[config.mk]
export PLATFORM = sky130hd
export DESIGN_NAME = smartlift_scheduler
export DESIGN_NICKNAME = d
export VERILOG_FILES = /design/src/rtl/smartlift_pkg.sv /design/src/rtl/smartlift_req_scan.sv /design/src/rtl/smartlift_scheduler.sv
export SDC_FILE = /design/constraint.sdc
export NUM_CORES = 1
export LEC_CHECK = 0
export BUFFER_PORTS_ARGS = -buffer_cell sky130_fd_sc_hd__buf_2
export CORE_UTILIZATION = 54
export DETAILED_ROUTE_END_ITERATION = 8
export GPL_ROUTABILITY_DRIVEN = 0
export PLACE_DENSITY = 0.9
export SLEW_MARGIN = 20
export SYNTH_ARGS = -nofsm -noshare
export SYNTH_HDL_FRONTEND = slang
export SYNTH_SLANG_ARGS = --single-unit
[constraint.sdc]
create_clock -name CLOCK_50 -period 3.7 [get_ports CLOCK_50]
set_clock_uncertainty 0.1 [all_clocks]
set_input_delay 0.74 -clock CLOCK_50 [delete_from_list [all_inputs] [get_ports CLOCK_50]]
set_output_delay 0.74 -clock CLOCK_50 [all_outputs]
set_load 0.01 [all_outputs]
[src/rtl/smartlift_pkg.sv]
// Shared encodings and helpers for the smartlift floor scheduler.
package smartlift_pkg;
    localparam int NFLOORS_DEF = 9;
    localparam int FLOOR_W_DEF = 4;

    // Numeric values match the LCD's parado/subindo/descendo texts.
    typedef enum logic [1:0] {
        ST_IDLE = 2'd0,
        ST_UP   = 2'd1,
        ST_DOWN = 2'd2,
        ST_DOOR = 2'd3
    } state_t;

    function automatic logic onehot_valid(input logic [31:0] v);
        return (v != 32'd0) && ((v & (v - 32'd1)) == 32'd0);
    endfunction
endpackage

[src/rtl/smartlift_req_scan.sv]
// Finds whether calls are pending above/below the car and the nearest one each way.
module smartlift_req_scan
    import smartlift_pkg::*;
#(
    parameter int NFLOORS = NFLOORS_DEF,
    parameter int FLOOR_W = FLOOR_W_DEF
) (
    input  logic [NFLOORS-1:0] pending,
    input  logic [FLOOR_W-1:0] cur_floor,
    output logic               any_above,
    output logic               any_below,
    output logic [FLOOR_W-1:0] near_above,
    output logic [FLOOR_W-1:0] near_below
);
    always_comb begin
        any_above  = 1'b0;
        any_below  = 1'b0;
        near_above = cur_floor;
        near_below = cur_floor;
        // Scan from the far end so the last hit is the nearest one.
        for (int i = NFLOORS - 1; i >= 0; i--) begin
            if (pending[i] && (i > int'(cur_floor))) begin
                any_above  = 1'b1;
                near_above = FLOOR_W'(i);
            end
        end
        for (int i = 0; i < NFLOORS; i++) begin
            if (pending[i] && (i < int'(cur_floor))) begin
                any_below  = 1'b1;
                near_below = FLOOR_W'(i);
            end
        end
    end
endmodule

[src/rtl/smartlift_scheduler.sv]
// SCAN-order elevator scheduler; states: IDLE parked | UP rising | DOWN falling | DOOR dwell.
module smartlift_scheduler
    import smartlift_pkg::*;
#(
    parameter int NFLOORS     = NFLOORS_DEF,
    parameter int FLOOR_W     = FLOOR_W_DEF,
    parameter int FLOOR_TICKS = 2,
    parameter int DOOR_TICKS  = 3
) (
    input  logic               CLOCK_50,
    input  logic               RESET,
    input  logic               tick,
    input  logic               req_strobe,
    input  logic [NFLOORS-1:0] req_onehot,
    output logic [FLOOR_W-1:0] cur_floor,
    output logic [FLOOR_W-1:0] target_floor,
    output logic [1:0]         state,
    output logic [NFLOORS-1:0] pending,
    output logic               door_open,
    output logic               state_changed,
    output logic               req_err
);
    localparam int CNT_MAX = (FLOOR_TICKS > DOOR_TICKS) ? FLOOR_TICKS : DOOR_TICKS;
    localparam int CNT_W   = (CNT_MAX > 1) ? $clog2(CNT_MAX) : 1;

    state_t             state_q, state_nxt;
    logic [CNT_W-1:0]   cnt, cnt_nxt;
    logic [FLOOR_W-1:0] floor_nxt, new_floor;
    logic [NFLOORS-1:0] pending_nxt;
    logic               dir_up, dir_nxt, err_nxt;
    logic               req_ok, req_here, stationary, hit, beyond;
    logic               any_above, any_below;
    logic [FLOOR_W-1:0] near_above, near_below;

    smartlift_req_scan #(.NFLOORS(NFLOORS), .FLOOR_W(FLOOR_W)) u_scan (
        .pending    (pending),
        .cur_floor  (cur_floor),
        .any_above  (any_above),
        .any_below  (any_below),
        .near_above (near_above),
        .near_below (near_below)
    );

    assign req_ok     = req_strobe && onehot_valid(32'(req_onehot));
    assign req_here   = req_ok && req_onehot[cur_floor];
    assign stationary = (state_q == ST_IDLE) || (state_q == ST_DOOR);

    always_comb begin
        state_nxt   = state_q;
        cnt_nxt     = cnt;
        floor_nxt   = cur_floor;
        dir_nxt     = dir_up;
        pending_nxt = pending;
        err_nxt     = req_strobe && !req_ok;
        new_floor   = cur_floor;
        hit         = 1'b0;
        beyond      = 1'b0;

        if (req_ok && !(req_here && stationary))
            pending_nxt = pending | req_onehot;

        if (tick) begin
            case (state_q)
                ST_IDLE: begin
                    if (any_above && (dir_up || !any_below)) begin
                        state_nxt = ST_UP;
                        dir_nxt   = 1'b1;
                        cnt_nxt   = '0;
                    end else if (any_below) begin
                        state_nxt = ST_DOWN;
                        dir_nxt   = 1'b0;
                        cnt_nxt   = '0;
                    end
                end
                ST_UP, ST_DOWN: begin
                    if (cnt == CNT_W'(FLOOR_TICKS - 1)) begin
                        new_floor = (state_q == ST_UP) ? cur_floor + FLOOR_W'(1)
                                                       : cur_floor - FLOOR_W'(1);
                        floor_nxt = new_floor;
                        cnt_nxt   = '0;
                        // A strobe for the arrival floor counts as serviced here.
                        hit = pending[new_floor] || (req_ok && req_onehot[new_floor]);
                        pending_nxt[new_floor] = 1'b0;
                        for (int i = 0; i < NFLOORS; i++) begin
                            if (pending_nxt[i] && ((state_q == ST_UP) ? (i > int'(new_floor))
                                                                     : (i < int'(new_floor))))
                                beyond = 1'b1;
                        end
                        if (hit)
                            state_nxt = ST_DOOR;
                        else if (!beyond)
                            state_nxt = ST_IDLE;
                    end else begin
                        cnt_nxt = cnt + CNT_W'(1);
                    end
                end
                default: begin
                    if (cnt == CNT_W'(DOOR_TICKS - 1)) begin
                        state_nxt = ST_IDLE;
                        cnt_nxt   = '0;
                    end else begin
                        cnt_nxt = cnt + CNT_W'(1);
                    end
                end
            endcase
        end

        if (req_here && stationary) begin
            state_nxt = ST_DOOR;
            cnt_nxt   = '0;
        end
    end

    always_ff @(posedge CLOCK_50 or posedge RESET) begin
        if (RESET) begin
            state_q       <= ST_IDLE;
            cnt           <= '0;
            cur_floor     <= '0;
            dir_up        <= 1'b1;
            pending       <= '0;
            door_open     <= 1'b0;
            state_changed <= 1'b0;
            req_err       <= 1'b0;
        end else begin
            state_q       <= state_nxt;
            cnt           <= cnt_nxt;
            cur_floor     <= floor_nxt;
            dir_up        <= dir_nxt;
            pending       <= pending_nxt;
            door_open     <= (state_nxt == ST_DOOR);
            state_changed <= (state_nxt != state_q);
            req_err       <= err_nxt;
        end
    end

    always_comb begin
        target_floor = cur_floor;
        case (state_q)
            ST_UP:   if (any_above) target_floor = near_above;
            ST_DOWN: if (any_below) target_floor = near_below;
            default: begin
                if (any_above && (dir_up || !any_below))
                    target_floor = near_above;
                else if (any_below)
                    target_floor = near_below;
            end
        endcase
    end

    assign state = state_q;

    // Travel is only ever entered toward a pending call, so the car cannot run off either end.
    a_floor_range: assert property (@(posedge CLOCK_50) disable iff (RESET)
        int'(cur_floor) < NFLOORS);
    a_up_room: assert property (@(posedge CLOCK_50) disable iff (RESET)
        (state_q == ST_UP) |-> (int'(cur_floor) < NFLOORS - 1));
    a_down_room: assert property (@(posedge CLOCK_50) disable iff (RESET)
        (state_q == ST_DOWN) |-> (cur_floor != '0));
endmodule

---- Word-level counts from Yosys, hierarchy flattened ----
Cells that the tools add are included.
storage, ports and cells
  flip-flop bits (word level) ............. 21
  bits in latches ......................... 0
  memory bits (writable) .................. 0
  memory bits (read-only) ................. 0
  input port bits ......................... 13
  output and inout port bits .............. 22
  logic and storage cells ................. 201
  memories kept ........................... 0
operators by class
  $add $sub $neg .......................... 4
  multipliers ............................. 0
  divide/modulo/power cells ............... 0
  magnitude comparators ................... 37
  equality and inequality tests ........... 8
  shifts and indexed selects .............. 0
  muxes and demuxes ....................... 90
  bitwise logic cells ..................... 4
  reductions and logical operators ........ 50
operators with widths
  operator              number
  $mux 4                21
  $mux 1                44
  $mux 9                4
  $logic_and 1x1->1     35
  $and 9x32->32         1
  $gt 3x4->1 const A    8
  $logic_not 32->1      1
  $lt 3x4->1 const A    8
  $mux 2                14
  $gt 2x4->1 const A    4
  $lt 1x4->1 const A    4
  $lt 2x4->1 const A    4
  $bmux 1 s4            3
  $lt 4x5->1 const B    2
  $sub 9x1->10 const B  1
  $and 9x9->9           1
  $not 9->9             1
  $or 9x9->9            1
  $reduce_bool 9->1     1
  $eq 2x2->1 const B    4
  $gt 1x4->1 const A    2
  $gt 4x4->1 const A    2
  $lt 4x4->1 const A    2
  $pmux 2 s2            2
  16 further kinds      23

---- Longest topological paths before layout ----
  word-level depth ........................ 31
  gate-level depth with buffers ........... 14
  mapped depth without buffers ............ 11

---- Modules after synthesis ----
A second synthesis with hierarchy kept.
unflattened totals
  cells, all modules ...................... 350
  area, all modules ....................... 2824.0 µm²
modules (own cells, without submodules)
  module               instances  cells each  area an instance (µm²)  seq. area each (µm²)
  smartlift_scheduler  1          266         2244.7                  526.8
  smartlift_req_scan   1          84          579.3                   0.0

---- Worst setup path before layout ----
OpenSTA, ideal clock, no wires.
  kind .................................... reg-to-output
  start point ............................. register cur_floor[0]
  end point ............................... output port target_floor[0]
  arrival time ............................ 2.851 ns
  required time ........................... 2.860 ns
  setup slack ............................. 0.009 ns
  stages on the path, launching flop included .. 14
  path buffers ............................ 3
  path through ............................ dfrtp_1 -> buf_6 -> buf_2 -> clkinv_1 -> ha_1 -> buf_2 -> inv_1 -> a22oi_1 -> o211ai_1 -> a2111oi_2 -> o21a_1 -> nand2b_1 -> o311a_1 -> a31oi_1
between the ends
  word-level cells in the longest chain between the ends .. 16
  elaborated cells between the ends (all ways) .. 75
  those cells by class .................... order compare (17); mux (38); reduce/logical (20)
RTL lines
  item                      line                        text
  start: declaration        smartlift_scheduler.sv:15   output logic [FLOOR_W-1:0] cur_floor,
  start signal: assignment  smartlift_scheduler.sv:127  cur_floor <= floor_nxt;
  $lt 1x4->1                smartlift_req_scan.sv:28    if (pending[i] && (i < int'(cur_floor))) begin
  $logic_and 1x1->1         smartlift_req_scan.sv:28
  $mux 1 (9 in series)      smartlift_req_scan.sv:28
  $logic_not 1->1           smartlift_scheduler.sv:142  if (any_above && (dir_up || !any_below))
  $logic_or 1x1->1          smartlift_scheduler.sv:142
  $logic_and 1x1->1         smartlift_scheduler.sv:142
  $mux 4                    smartlift_scheduler.sv:142
  $pmux 4 s2 *              smartlift_scheduler.sv:138  case (state_q)
  end: declaration          smartlift_scheduler.sv:16   output logic [FLOOR_W-1:0] target_floor,
Every way passes the cells marked *; elsewhere a longest branch is shown, timed or not.

---- Final worst setup path ----
Same ends and word-level chain as after synthesis.

==> results_tabular.tex <==
\begin{tabular}{lr}
\hline
Metric & Value \\
\hline
\multicolumn{2}{l}{\textbf{Outcome}} \\
\quad Run status & finished, final reports clean \\
\multicolumn{2}{l}{\textbf{Route}} \\
\quad Detailed-route via count & 3397 \\
\quad DRC Markers & 0 \\
\quad Detailed-route wire length & 9450 µm \\
\quad Pre-antenna DRT Iters & 5 \\
\quad Average via count per standard cell & about 7 \\
\quad Detail-routed net length per standard cell & slightly below 20 µm \\
\quad Residual antenna-violating net count after detailed routing & 0 \\
\quad Initial detailed-routing violation count & between 300 and 400 \\
\multicolumn{2}{l}{\textbf{Final layout}} \\
\quad Number of antenna cells inserted & 0 \\
\quad Fin cells & $\sim$500 \\
\quad Final Util & 0.639 \\
\quad Proportion of layout cells with a drive suffix above 1 & 0.233 \\
\quad Number of nets at the end of the flow & approximately 440 \\
\quad Area growth syn-to-layout & 14.2\% \\
\multicolumn{2}{l}{\textbf{STA}} \\
\quad Pins over their slew limit & 0 \\
\quad Final Hold Viols & 0 \\
\quad Total negative setup slack & 0 ps \\
\quad Worst-Margin Slew & between 700 and 800 ps \\
\quad Clock period minus worst slack & approximately 3500 ps \\
\quad Upper clock frequency limit & roughly 0.28 GHz \\
\quad Final period util & 0.956 \\
\quad Setup slack of the critical path after layout & between 150 and 200 ps \\
\quad Unrepaired setup endpoints after global routing & false \\
\quad Final setup fails & 0 \\
\quad Relative max-transition margin & 0.467 \\
\multicolumn{2}{l}{\textbf{Power}} \\
\quad Comb power frac & 0.822 \\
\quad Peak supply drop & between 0.0005 and 0.0006 V \\
\quad Part of the total power dissipated in the clock network & 0.042 \\
\quad Internal power component & 1.63 mW \\
\quad Leak Pwr & between 1 and 1.5 nW \\
\quad Sequential share of power & 0.136 \\
\quad Fraction of power spent switching nets & 0.555 \\
\quad Switching power & 2.04 mW \\
\quad Power density normalized to cell area & between 1000 and 1500 mW/mm² \\
\quad Total power & roughly 3.7 mW \\
\multicolumn{2}{l}{\textbf{Worst setup path}} \\
\quad Nature of the critical path startpoint & flop \\
\quad Count of buffer and inverter cells on the critical path & 2 \\
\quad Crit Path Category & reg2out \\
\quad Category of cells accounting for the largest share of critical-path delay & compound AO/OA/AOI/OAI gates \\
\quad CP Cell Sequence & clkinv\_1, ha\_4, a21oi\_1, a2111oi\_4, o21a\_2, o311a\_1, a31oi\_1, buf\_2 \\
\quad Crit path max fanout & 7 \\
\quad Arrival time at the worst endpoint & roughly 2700 ps \\
\quad Crit-path slowest cell & sky130\_fd\_sc\_hd\_\_a21oi\_1 \\
\quad CP endpoint kind & output pin \\
\quad Number of cell instances on the worst register-to-register path & 11 \\
\quad Worst setup startpoint & cur\_floor[0] \\
\quad Number of logic stages on the critical path including buffering & 8 \\
\quad Worst r2r src & cur\_floor[1] \\
\quad R2R setup slack & around 160 ps \\
\quad Data required time of the worst path & approximately 2900 ps \\
\quad Crit-path max cell delay & roughly 560 ps \\
\multicolumn{2}{l}{\textbf{Placement}} \\
\quad Setup slack at placement & roughly 170 ps \\
\quad Cells after DPL & about 490 \\
\quad Buffers added on ports & 34 \\
\quad Final HPWL from detailed placement & between 6000 and 7000 µm \\
\multicolumn{2}{l}{\textbf{Die}} \\
\quad Chip width & around 75 µm \\
\quad Overall die height & between 70 and 80 µm \\
\quad Overall die area & between 0.005 and 0.006 mm² \\
\quad I/O pin total & 35 \\
\quad Placement Rows & 26 \\
\quad Initial core utilization & 0.559 \\
\quad Core Region & a little over 0.005 mm² \\
\multicolumn{2}{l}{\textbf{Logic synthesis}} \\
\quad Cell variety after synth & 78 \\
\quad Post-Synthesis Cells & $\sim$380 \\
\quad Synth async-reset ratio & 1.00 \\
\quad Synthesized netlist net count & 405 \\
\quad Number of enable flip-flop cells after synthesis & 0 \\
\quad Synth warn & 0 \\
\quad Sequential area share after synthesis & 0.184 \\
\quad Avg Inst Size Synth & 7.44 µm² \\
\quad Number of storage elements in the synthesis netlist & 21 \\
\quad Post-Synthesis Cell Area & 0.00286 mm² \\
\quad Primary FF master, synth & sky130\_fd\_sc\_hd\_\_dfrtp\_1 \\
\multicolumn{2}{l}{\textbf{Clock network}} \\
\quad Maximum count of clock buffers along a single path & 2 \\
\quad Count of clock tree sinks & 21 \\
\quad Cts bufs inserted & 3 \\
\quad Root Buffer & sky130\_fd\_sc\_hd\_\_clkbuf\_8 \\
\quad CTS H-tree lvls & 1 \\
\quad Number of hold buffers added after CTS & 0 \\
\quad Reg clk slew, reported paths & approximately 80 ps \\
\quad Clock tree from TritonCTS & built \\
\quad Worst-Skew Late Latency & $\sim$260 ps \\
\multicolumn{2}{l}{\textbf{GRT}} \\
\quad Global router's overall resource usage & 0.349 \\
\quad Pin count of the biggest net entering global routing & 26 \\
\quad Antenna violations before repair & 0 \\
\quad Vias in the first global route & between 3000 and 4000 \\
\quad Global route total overflow & 0 \\
\quad Global-route wire length before repair & about 15000 µm \\
\multicolumn{2}{l}{\textbf{Min path}} \\
\quad Worst Hold Depth & 2 \\
\quad Hold Crit Start & dir\_up \\
\quad Min-delay worst type & reg2reg \\
\multicolumn{2}{l}{\textbf{Job}} \\
\quad Total of max-cap violations & 0 \\
\hline
\end{tabular}
worst reg2reg max path: cells and delay by family (launching register included):
kind	cells	cell delay, ps
muxes	1	130
xor gates and xnor gates	1	620
DFF	1	420
and+or+nand+nor	1	130
buffers and inverters	2	340
adders and majority gates	1	200
AOI/OAI and AO/OA	5	1510
placed cells by master (no fill, tap or decap), types with 7 or more instances in the layout:
cell	count
sky130_fd_sc_hd__a21oi_1	39
sky130_fd_sc_hd__a31oi_1	7
sky130_fd_sc_hd__and2_1	7
sky130_fd_sc_hd__buf_2	34
sky130_fd_sc_hd__buf_4	24
sky130_fd_sc_hd__dfrtp_1	19
sky130_fd_sc_hd__inv_1	19
sky130_fd_sc_hd__mux2i_1	7
sky130_fd_sc_hd__nand2_1	33
sky130_fd_sc_hd__nand2b_1	8
sky130_fd_sc_hd__nand3_1	12
sky130_fd_sc_hd__nor2_1	29
sky130_fd_sc_hd__nor3_1	8
sky130_fd_sc_hd__o21ai_0	41
metal layers:
layer	track usage	up-vias	part of all wire
met2	0.535	290	0.44
met4	0.203	0	0.066
met3	0.0723	79	0.12
met5	0	-	0
li1	-	1508	-
met1	0.456	1520	0.37
flip-flops by register name, indices dropped and copies added (netlist names):
signal,flops
cnt,2
cur_floor,4
dir_up,1
door_open,1
pending,9
req_err,1
state,2
state_changed,1
layout make-up:
| cell class | instances | area [µm²] |
|---|---|---|
| well taps | 70 | 87.6 |
| repair buffers | 58 | 350 |
| inverters | 21 | 78.8 |
| multi-input cells | 316 | 2170 |
| flip-flops and latches | 21 | 528 |
| fillers | 411 | 1850 |
| clock buffers | 4 | 45.0 |
per-stage QoR:
stage                     area (µm²)  hold slack (ps)
final                           3260              454
after global routing            3260              515
after CTS                       3200              442
after detailed placement        3150              433
after global placement          3150              417
after floorplan                 2860              399
final timing paths:
| check | to |
|---|---|
| max in group asynchronous | cur_floor[2] |
| worst min-delay path | dir_up |
| worst max register to register | state[0] |
| worst min register to register | dir_up |
| worst max-delay path | target_floor[0] |
| min in group asynchronous | pending[7] |
Yosys cell counts, types with 5 or more instances:
master / instances / area [µm²]
sky130_fd_sc_hd__nor2_1: 29 / 109
sky130_fd_sc_hd__nand2b_1: 8 / 50.1
sky130_fd_sc_hd__a211oi_1: 5 / 37.5
sky130_fd_sc_hd__o21a_1: 5 / 37.5
sky130_fd_sc_hd__xor2_1: 5 / 43.8
sky130_fd_sc_hd__buf_2: 12 / 60.1
sky130_fd_sc_hd__clkbuf_1: 8 / 30.0
sky130_fd_sc_hd__inv_1: 19 / 71.3
sky130_fd_sc_hd__and2_1: 7 / 43.8
sky130_fd_sc_hd__o21ai_0: 43 / 215
sky130_fd_sc_hd__a31oi_1: 7 / 43.8
sky130_fd_sc_hd__ha_1: 8 / 100
sky130_fd_sc_hd__o211ai_1: 5 / 37.5
sky130_fd_sc_hd__nor2b_1: 5 / 31.3
sky130_fd_sc_hd__nor3_1: 9 / 45.0
sky130_fd_sc_hd__nand3_1: 12 / 60.1
sky130_fd_sc_hd__dfrtp_1: 20 / 500
sky130_fd_sc_hd__xnor2_1: 5 / 43.8
sky130_fd_sc_hd__mux2i_1: 7 / 70.1
sky130_fd_sc_hd__nand2_1: 33 / 124
sky130_fd_sc_hd__a21oi_1: 40 / 200
cell families (layout without fill, tap and decap cells):
family | Yosys count | after routing | share of synthesized area
compound gates | 157 | 157 | 0.370
simple gates | 127 | 127 | 0.228
buf+inv | 47 | 83 | 0.0749
flops | 21 | 21 | 0.184
xor+xnor | 12 | 12 | 0.0460
mux | 11 | 11 | 0.0574
fa+ha+maj | 9 | 9 | 0.0386
power groups by stage:
stage | logic, mW | registers [mW] | clock network, mW
after floorplan | 2.02 | 0.471 | 0
after global placement | 2.69 | 0.475 | 0
after detailed placement | 2.78 | 0.484 | 0
after CTS | 2.81 | 0.480 | 0.155
after global routing | 3.27 | 0.506 | 0.163
final | 3.02 | 0.500 | 0.153
timing repair:
item | CTS | global route
endpoints found under the setup margin | 3 | 7
pin swaps | 0 | 2
buffers inserted | 0 | 1
resized for setup | 2 | 12
hold endpoints to repair | 0 | 0
No activity file was read; power rests on OpenSTA's default activity.
